--- config.mk ---
export PLATFORM = sky130hd
export DESIGN_NAME = booth_controller_flat
export DESIGN_NICKNAME = d
export VERILOG_FILES = /design/src/rtl/booth_controller_if.sv /design/src/rtl/booth_controller.sv /design/src/flat_wrapper.sv
export SDC_FILE = /design/constraint.sdc
export NUM_CORES = 1
export LEC_CHECK = 0
export ABC_AREA = 1
export CORE_MARGIN = 8
export CORE_UTILIZATION = 40
export CTS_CLUSTER_DIAMETER = 60
export DETAILED_ROUTE_END_ITERATION = 10
export PLACE_DENSITY = 0.76
export SLEW_MARGIN = 20
export SYNTH_ARGS = -nofsm -noshare
export SYNTH_HDL_FRONTEND = slang
export SYNTH_SLANG_ARGS = --single-unit
--- constraint.sdc ---
create_clock -name clk -period 1.45 [get_ports clk]
set_input_delay 0.29 -clock clk [delete_from_list [all_inputs] [get_ports clk]]
set_output_delay 0.29 -clock clk [all_outputs]
set_load 0.01 [all_outputs]
--- src/rtl/booth_controller_if.sv ---
// Control/status bundle between the Booth sequencer, its datapath and the host.
// The slave view belongs to the sequencer. The master view is the datapath/host side.
`timescale 1ns/1ps
interface booth_controller_if;
    logic       start;
    logic [1:0] Y0Yminus1;
    logic       ready;
    logic       done;
    logic       ldX;
    logic       ldY;
    logic       initA;
    logic       initYminusOne;
    logic       ldA;
    logic       aBarS;
    logic       shRA;
    logic       shRY;
    logic       ldYminusOne;
    logic       selL;
    logic       selR;

    modport slave (
        input  start, Y0Yminus1,
        output ready, done, ldX, ldY, initA, initYminusOne,
               ldA, aBarS, shRA, shRY, ldYminusOne, selL, selR
    );

    modport master (
        output start, Y0Yminus1,
        input  ready, done, ldX, ldY, initA, initYminusOne,
               ldA, aBarS, shRA, shRY, ldYminusOne, selL, selR
    );
endinterface

--- src/rtl/booth_controller.sv ---
// Sequencer for a radix-2 Booth multiplier: load X and Y, run WIDTH add/sub+shift
// iterations, then present the product high half first and low half second.
`timescale 1ns/1ps
module booth_controller #(
    parameter int WIDTH = 6,
    parameter int CNT_W = 3
) (
    input  logic               clk,
    input  logic               rst,
    booth_controller_if.slave  bus
);
    typedef enum logic [2:0] {
        S_IDLE,
        S_LOAD_X,
        S_LOAD_Y,
        S_CHECK,
        S_SHIFT,
        S_OUT_HI,
        S_OUT_LO
    } state_t;

    localparam logic [CNT_W-1:0] LAST_ITER = CNT_W'(WIDTH - 1);

    state_t           state_q, state_d;
    logic [CNT_W-1:0] cnt_q, cnt_d;

    // State-only outputs are registered from the next state, so they line up
    // cycle-for-cycle with a decode of the current state.
    logic ready_q,  ready_d;
    logic ld_x_q,   ld_x_d;
    logic ld_y_q,   ld_y_d;
    logic check_q,  check_d;
    logic shift_q,  shift_d;
    logic out_hi_q, out_hi_d;
    logic out_lo_q, out_lo_d;

    always_comb begin
        state_d = state_q;
        cnt_d   = cnt_q;
        unique case (state_q)
            S_IDLE:   if (bus.start) state_d = S_LOAD_X;
            S_LOAD_X: state_d = S_LOAD_Y;
            S_LOAD_Y: begin
                cnt_d   = '0;
                state_d = S_CHECK;
            end
            S_CHECK:  state_d = S_SHIFT;
            S_SHIFT: begin
                if (cnt_q == LAST_ITER) begin
                    state_d = S_OUT_HI;
                end else begin
                    cnt_d   = cnt_q + 1'b1;
                    state_d = S_CHECK;
                end
            end
            S_OUT_HI: state_d = S_OUT_LO;
            S_OUT_LO: state_d = S_IDLE;
            default:  state_d = S_IDLE;
        endcase
    end

    always_comb begin
        ready_d  = (state_d == S_IDLE);
        ld_x_d   = (state_d == S_LOAD_X);
        ld_y_d   = (state_d == S_LOAD_Y);
        check_d  = (state_d == S_CHECK);
        shift_d  = (state_d == S_SHIFT);
        out_hi_d = (state_d == S_OUT_HI);
        out_lo_d = (state_d == S_OUT_LO);
    end

    always_ff @(posedge clk) begin
        if (rst) begin
            state_q  <= S_IDLE;
            cnt_q    <= '0;
            ready_q  <= 1'b1;
            ld_x_q   <= 1'b0;
            ld_y_q   <= 1'b0;
            check_q  <= 1'b0;
            shift_q  <= 1'b0;
            out_hi_q <= 1'b0;
            out_lo_q <= 1'b0;
        end else begin
            state_q  <= state_d;
            cnt_q    <= cnt_d;
            ready_q  <= ready_d;
            ld_x_q   <= ld_x_d;
            ld_y_q   <= ld_y_d;
            check_q  <= check_d;
            shift_q  <= shift_d;
            out_hi_q <= out_hi_d;
            out_lo_q <= out_lo_d;
        end
    end

    // Booth recoding: 10 subtracts X, 01 adds X, 00/11 leave A alone.
    assign bus.ldA           = check_q & (bus.Y0Yminus1[1] ^ bus.Y0Yminus1[0]);
    assign bus.aBarS         = check_q & bus.Y0Yminus1[1] & ~bus.Y0Yminus1[0];

    assign bus.ready         = ready_q;
    assign bus.ldX           = ld_x_q;
    assign bus.ldY           = ld_y_q;
    assign bus.initA         = ld_y_q;
    assign bus.initYminusOne = ld_y_q;
    assign bus.shRA          = shift_q;
    assign bus.shRY          = shift_q;
    assign bus.ldYminusOne   = shift_q;
    assign bus.selL          = out_hi_q;
    assign bus.selR          = out_lo_q;
    assign bus.done          = out_lo_q;
endmodule

--- src/flat_wrapper.sv ---
// flat-port wrapper written by rule: the top's interface ports become plain ports
module booth_controller_flat 
#(
    parameter int WIDTH = 6,
    parameter int CNT_W = 3
)
  (clk, rst, bus_start, bus_Y0Yminus1, bus_ready, bus_done, bus_ldX, bus_ldY, bus_initA, bus_initYminusOne, bus_ldA, bus_aBarS, bus_shRA, bus_shRY, bus_ldYminusOne, bus_selL, bus_selR);
  booth_controller_if bus_i ();
  input  logic clk;
  input  logic rst;
  input wire logic [$bits(bus_i.start)-1:0] bus_start;
  input wire logic [$bits(bus_i.Y0Yminus1)-1:0] bus_Y0Yminus1;
  output wire logic [$bits(bus_i.ready)-1:0] bus_ready;
  output wire logic [$bits(bus_i.done)-1:0] bus_done;
  output wire logic [$bits(bus_i.ldX)-1:0] bus_ldX;
  output wire logic [$bits(bus_i.ldY)-1:0] bus_ldY;
  output wire logic [$bits(bus_i.initA)-1:0] bus_initA;
  output wire logic [$bits(bus_i.initYminusOne)-1:0] bus_initYminusOne;
  output wire logic [$bits(bus_i.ldA)-1:0] bus_ldA;
  output wire logic [$bits(bus_i.aBarS)-1:0] bus_aBarS;
  output wire logic [$bits(bus_i.shRA)-1:0] bus_shRA;
  output wire logic [$bits(bus_i.shRY)-1:0] bus_shRY;
  output wire logic [$bits(bus_i.ldYminusOne)-1:0] bus_ldYminusOne;
  output wire logic [$bits(bus_i.selL)-1:0] bus_selL;
  output wire logic [$bits(bus_i.selR)-1:0] bus_selR;
  assign bus_i.start = bus_start;
  assign bus_i.Y0Yminus1 = bus_Y0Yminus1;
  assign bus_ready = bus_i.ready;
  assign bus_done = bus_i.done;
  assign bus_ldX = bus_i.ldX;
  assign bus_ldY = bus_i.ldY;
  assign bus_initA = bus_i.initA;
  assign bus_initYminusOne = bus_i.initYminusOne;
  assign bus_ldA = bus_i.ldA;
  assign bus_aBarS = bus_i.aBarS;
  assign bus_shRA = bus_i.shRA;
  assign bus_shRY = bus_i.shRY;
  assign bus_ldYminusOne = bus_i.ldYminusOne;
  assign bus_selL = bus_i.selL;
  assign bus_selR = bus_i.selR;
  booth_controller #(.WIDTH(WIDTH), .CNT_W(CNT_W)) u_core (.clk(clk), .rst(rst), .bus(bus_i));
endmodule
Yosys cells after proc, flatten, opt, wreduce, memory -nomap -nowiden
Index checks and enable logic that the tools add are counted.

word-level totals
  bits in registers = 13
  bits of input ports = 5
  output and inout port bits = 13
  word-level logic and storage cells = 37

operators by class
  add/subtract/negate cells = 1
  equality and inequality tests = 13
  mux-type cells = 5
  bitwise operators = 5
  reduce and logical (&&, ||, !) cells = 4

operator list
  kind                                                                    count
  3-bit equality test (second input constant)                             6
  3-bit one-hot mux with 6 select lines                                   1
  3-bit by 2-bit equality test with 1-bit output (second input constant)  4
  3-bit two-way mux                                                       3
  3-bit by 1-bit equality test with 1-bit output (second input constant)  2
  3-bit logical NOT                                                       2
  3-bit one-hot mux with 2 select lines                                   1
  3-bit by 1-bit adder with 3-bit output (second input constant)          1
  1-bit AND                                                               3
  2-bit inequality test (second input constant)                           1
  2-bit AND reduction                                                     1
  2-bit nonzero test                                                      1
  1-bit NOT                                                               1
  1-bit XOR                                                               1

Longest topological paths before layout
  depth in word-level cells = 4
  depth in mapped cells = 9
  gate-level depth less buffers = 9

Worst setup path after synthesis
No wires, ideal clock.

  path type = input-to-output
  start point = input bus_Y0Yminus1[1]
  end point = output bus_ldA
  arrival time = 807 ps
  required time = 1,160 ps
  slack = 353 ps
  stages = 3
  path buffers = 0
  cell sequence = inv_1 -> or2_2 -> a21oi_1

between the ends
  cells in the longest elaborated chain, start to end = 2

ends and longest elaborated chain
  element      line                    RTL
  from (decl)  flat_wrapper.sv:12      input wire logic [$bits(bus_i.Y0Yminus1)-1:0] bus_Y0Yminus1;
  1-bit XOR    booth_controller.sv:97  assign bus.ldA = check_q & (bus.Y0Yminus1[1] ^ bus.Y0Yminus1[0]);
  1-bit AND    booth_controller.sv:97
  to (decl)    flat_wrapper.sv:19      output wire logic [$bits(bus_i.ldA)-1:0] bus_ldA;

Every way passes these cells.

Worst setup path after layout
  start point = register u_core.ready_q (netlist: u_core.bus.ready)
  end point = output bus_ready

RTL lines
  element                 line                    RTL
  from (decl)             booth_controller.sv:29  logic ready_q, ready_d;
  from (signal assigned)  booth_controller.sv:86  ready_q <= ready_d;
  to (decl)               flat_wrapper.sv:13      output wire logic [$bits(bus_i.ready)-1:0] bus_ready;

No word-level cell between the ends.

==> impl_results.md <==
* Final setup vio count at 0
* Slowest stage delay, CP at about 0.53 ns
* Synthesized area per cell at between 7 and 8 um2
* Fillers at approximately 150
* Die height at between 50 and 60 um
* Largest area contributor in the netlist: dfxtp_1
* Clock-pin slew on the worst setup and hold paths at ~0.080 ns
* Hold crit path type: flop to flop
* Max cap viols at 0
* Distinct cell type count after synthesis at 22
* # diodes at 0
* Slew @ Worst Pin at 0.277 ns
* Placed Area at between 700 and 800 um2
* Std cell rows at 14
* Synthesized flop and latch total at 13
* DRT antenna net count at 0
* CTS root buf: clkbuf_4
* Layout cells sized above 1 at about 16%
* Hold path depth at 1
* DR vias at approximately 550
* Final Hold Fails at 0
* PortBufs at 17
* Top Family by Delay on Critical Path: buffers and inverters
* Comb pwr share at 30.1%
* Initial antenna violation count at 0
* LEAKAGE at 0.432 nW
* Clock skew at around 0.0017 ns
* Boundary Pins at 18
* RSZ-0062 raised after global routing: no
* P_int at ~0.64 mW
* Status: finished, final reports clean
* Seq pwr share at 47.3%
* Mapped Cells at a little over 80
* Vias in the first global route at 499
* Peak supply drop at between 0.0006 and 0.0007 V
* Sw power at 0.315 mW
* Relative slew margins at 81.5%
* Crit-path cells: clkdlybuf4s50_1
* Yosys top cell area share at between 40 and 50%
* RR Endpoint: u_core.bus.ready
* First-pass GRT wire length at about 2000 um
* # DRC at 0
* Crit path buf inv count at 1
* Die Wd at between 50 and 60 um
* Dpl hpwl at 1000 um
* R2R setup slack at roughly 0.28 ns
* Post-Syn Area at 633 um2
* Clock Power Share at a little under a quarter
* Worst Hold End: u_core.cnt_q[0]
* Core area at approximately 0.0015 mm2
* Period utilisation layout at between 90 and 100%
* Hold wc startpoint: u_core.cnt_q[0]
* Crit path required time at roughly 1.2 ns
* First DRT Iteration DRCs at 8
* R2R depth at 7
* Hold_buf cts at 0
* CTS HTree Levels at 1
* Sw frac at 33.1%
* Slew Limit Fails at 0
* NumNets Final at roughly 110
* Remaining global-route overflow at 0
* Post-Route WL at 1210 um
* Placer Congestion at roughly 0.8
* Max Clk Rate at between 700 and 800 MHz
* Register area share after synthesis at 41.1%
* Yosys warnings at 0
* Startpoint Class: flop
* Die footprint at 0.00311 mm2
* Cell area power density at between 1000 and 1500 mW/mm2
* Smallest hold slack at approximately 0.5 ns
* Startpoint of the worst-slack reg-to-reg timing path: u_core.cnt_q[1]
* Worst path slowest cell: clkdlybuf4s50_1
* Fin area at between 800 and 900 um2
* Layout area overhead at 26.9%
* Total CTS buffers at 3
* Critical path arrival at ~1.1 ns
* WS Path Type: flop to primary output
* CTS tree: done
* Vias per std cell at about 4.8
* Syn Nets at 90
* Worst-skew pair later-pin latency at ~0.27 ns
* Clock tree buffer depth at 2
* First-pass DRT Iterations at 3
* Initial Util at approximately 43%
* Post-CTS setup buffers at 0
* Ranking of synthesized cells by area: dfxtp_1 41%, nand2_1 9.5%, inv_1 7.7%, nand3_1 6.3%, buf_4 5.9%
* Crit-path max FO at 1
* Largest net degree at the start of global routing at 11
* GRT Total Usage at approximately 7.9%
* Worst setup EP type: primary output
* Crit path time final at approximately 1.4 ns
* Clock Sinks at 13
* Wirelength per Cell at approximately 11 um
==> logic make-up (layout without fill, tap and decap cells) <==
kind of cell / after synthesis / count (layout) / synth area share (%)
and+or+nand+nor: 38 / 38 / 30.6
buffers and inverters: 22 / 38 / 17.2
DFF: 13 / 13 / 41.1
AOI/OAI and AO/OA: 8 / 8 / 7.11
adders and majority gates: 2 / 2 / 3.95
==> worst reg2reg max path: cells and delay by family (launching register included) <==
kind / cells / cell delay, ns
AO/OA/AOI/OAI: 1 / 0.14
adder cells (fa/ha/maj): 1 / 0.17
buffers and inverters: 2 / 0.12
flip-flops: 1 / 0.37
AND/OR/NAND/NOR: 3 / 0.33
==> placed cells by master, fill, tap and decap left out, types with 2 or more instances in the layout <==
cell type	n
dfxtp_1	13
a21oi_2	2
dlygate4sd2_1	8
buf_4	2
ha_1	2
clkdlybuf4s50_1	5
dlymetal6s2s_1	2
clkbuf_4	3
nand2_1	16
inv_1	13
inv_2	2
nor2_1	7
nand3_1	8
a21oi_1	3
buf_2	2
==> cell usage after synthesis (all sizes together) <==
cell type  count
nand2         17
inv           15
dfxtp         13
nand3         10
nor2           8
buf            6
a21oi          5
ha             2
o21ai          2
a31oi          1
clkbuf         1
nand4          1
nor3           1
or2            1
==> sequential cells by signal (all words and copies together), names as in the netlist <==
register and flops:
u_core.bus.done 1, u_core.bus.initA 1, u_core.bus.ldX 1, u_core.bus.ldYminusOne 1
u_core.bus.ready 1, u_core.bus.selL 1, u_core.check_q 1, u_core.cnt_q 3
u_core.state_q 3
==> cell type report <==
type	instances	area, um2	share of cell area (%)
flip-flops and latches	13	260	32.4
inverters	15	56.3	7.01
repair buffers	19	170	21.2
clock buffers	4	26.3	3.27
well taps	16	20.0	2.49
multi-input cells	48	270	33.6
==> worst max-delay path by stage <==
stage	start	to	slack (ns)	depth (start not counted)
global placement	bus_Y0Yminus1[1]	bus_ldA	-0.56	5
detailed placement	bus_Y0Yminus1[1]	bus_ldA	-0.60	5
finish	u_core.bus.ready	bus_ready	0.06	1
floorplan	bus_Y0Yminus1[1]	bus_ldA	0.35	3
CTS	u_core.bus.done	bus_done	0.003	1
global route	u_core.bus.selL	bus_selL	0.003	1
==> power groups by stage <==
stage / logic [mW] / registers [mW] / clock network [mW]
6_report: 0.286 / 0.451 / 0.215
5_1_grt: 0.319 / 0.460 / 0.236
4_1_cts: 0.291 / 0.451 / 0.224
3_5_place_dp: 0.304 / 0.460 / 0
3_3_place_gp: 0.298 / 0.457 / 0
2_1_floorplan: 0.194 / 0.464 / 0
==> metal layers <==
| metal | up-vias | global-route usage (%) | part of all wire (%) |
|---|---|---|---|
| li1 | 284 | - | - |
| met1 | 247 | 7.82 | 44 |
| met2 | 16 | 13.0 | 47 |
| met3 | 0 | 3.42 | 9.2 |
| met4 | 0 | 5.28 | 0 |
| met5 | - | 0 | 0 |
==> stage by stage <==
stage	util, %	instances	total power [mW]	setup WS (ns)	TNS [ns]
finish	53.9	115	0.953	0.0554	0
global route	53.9	115	1.01	0.00307	0
global placement	52.8	111	0.755	-0.561	-1.08
CTS	53.6	115	0.966	0.00260	0
detailed placement	52.8	111	0.765	-0.597	-1.14
floorplan	-	83	0.659	0.353	0
==> what timing repair did <==
action / 4_1_cts / 5_1_grt
pin swaps: 2 / 0
setup endpoints to repair: 8 / 2
gates resized for setup: 18 / 2
(Power assumes the default switching activity.)
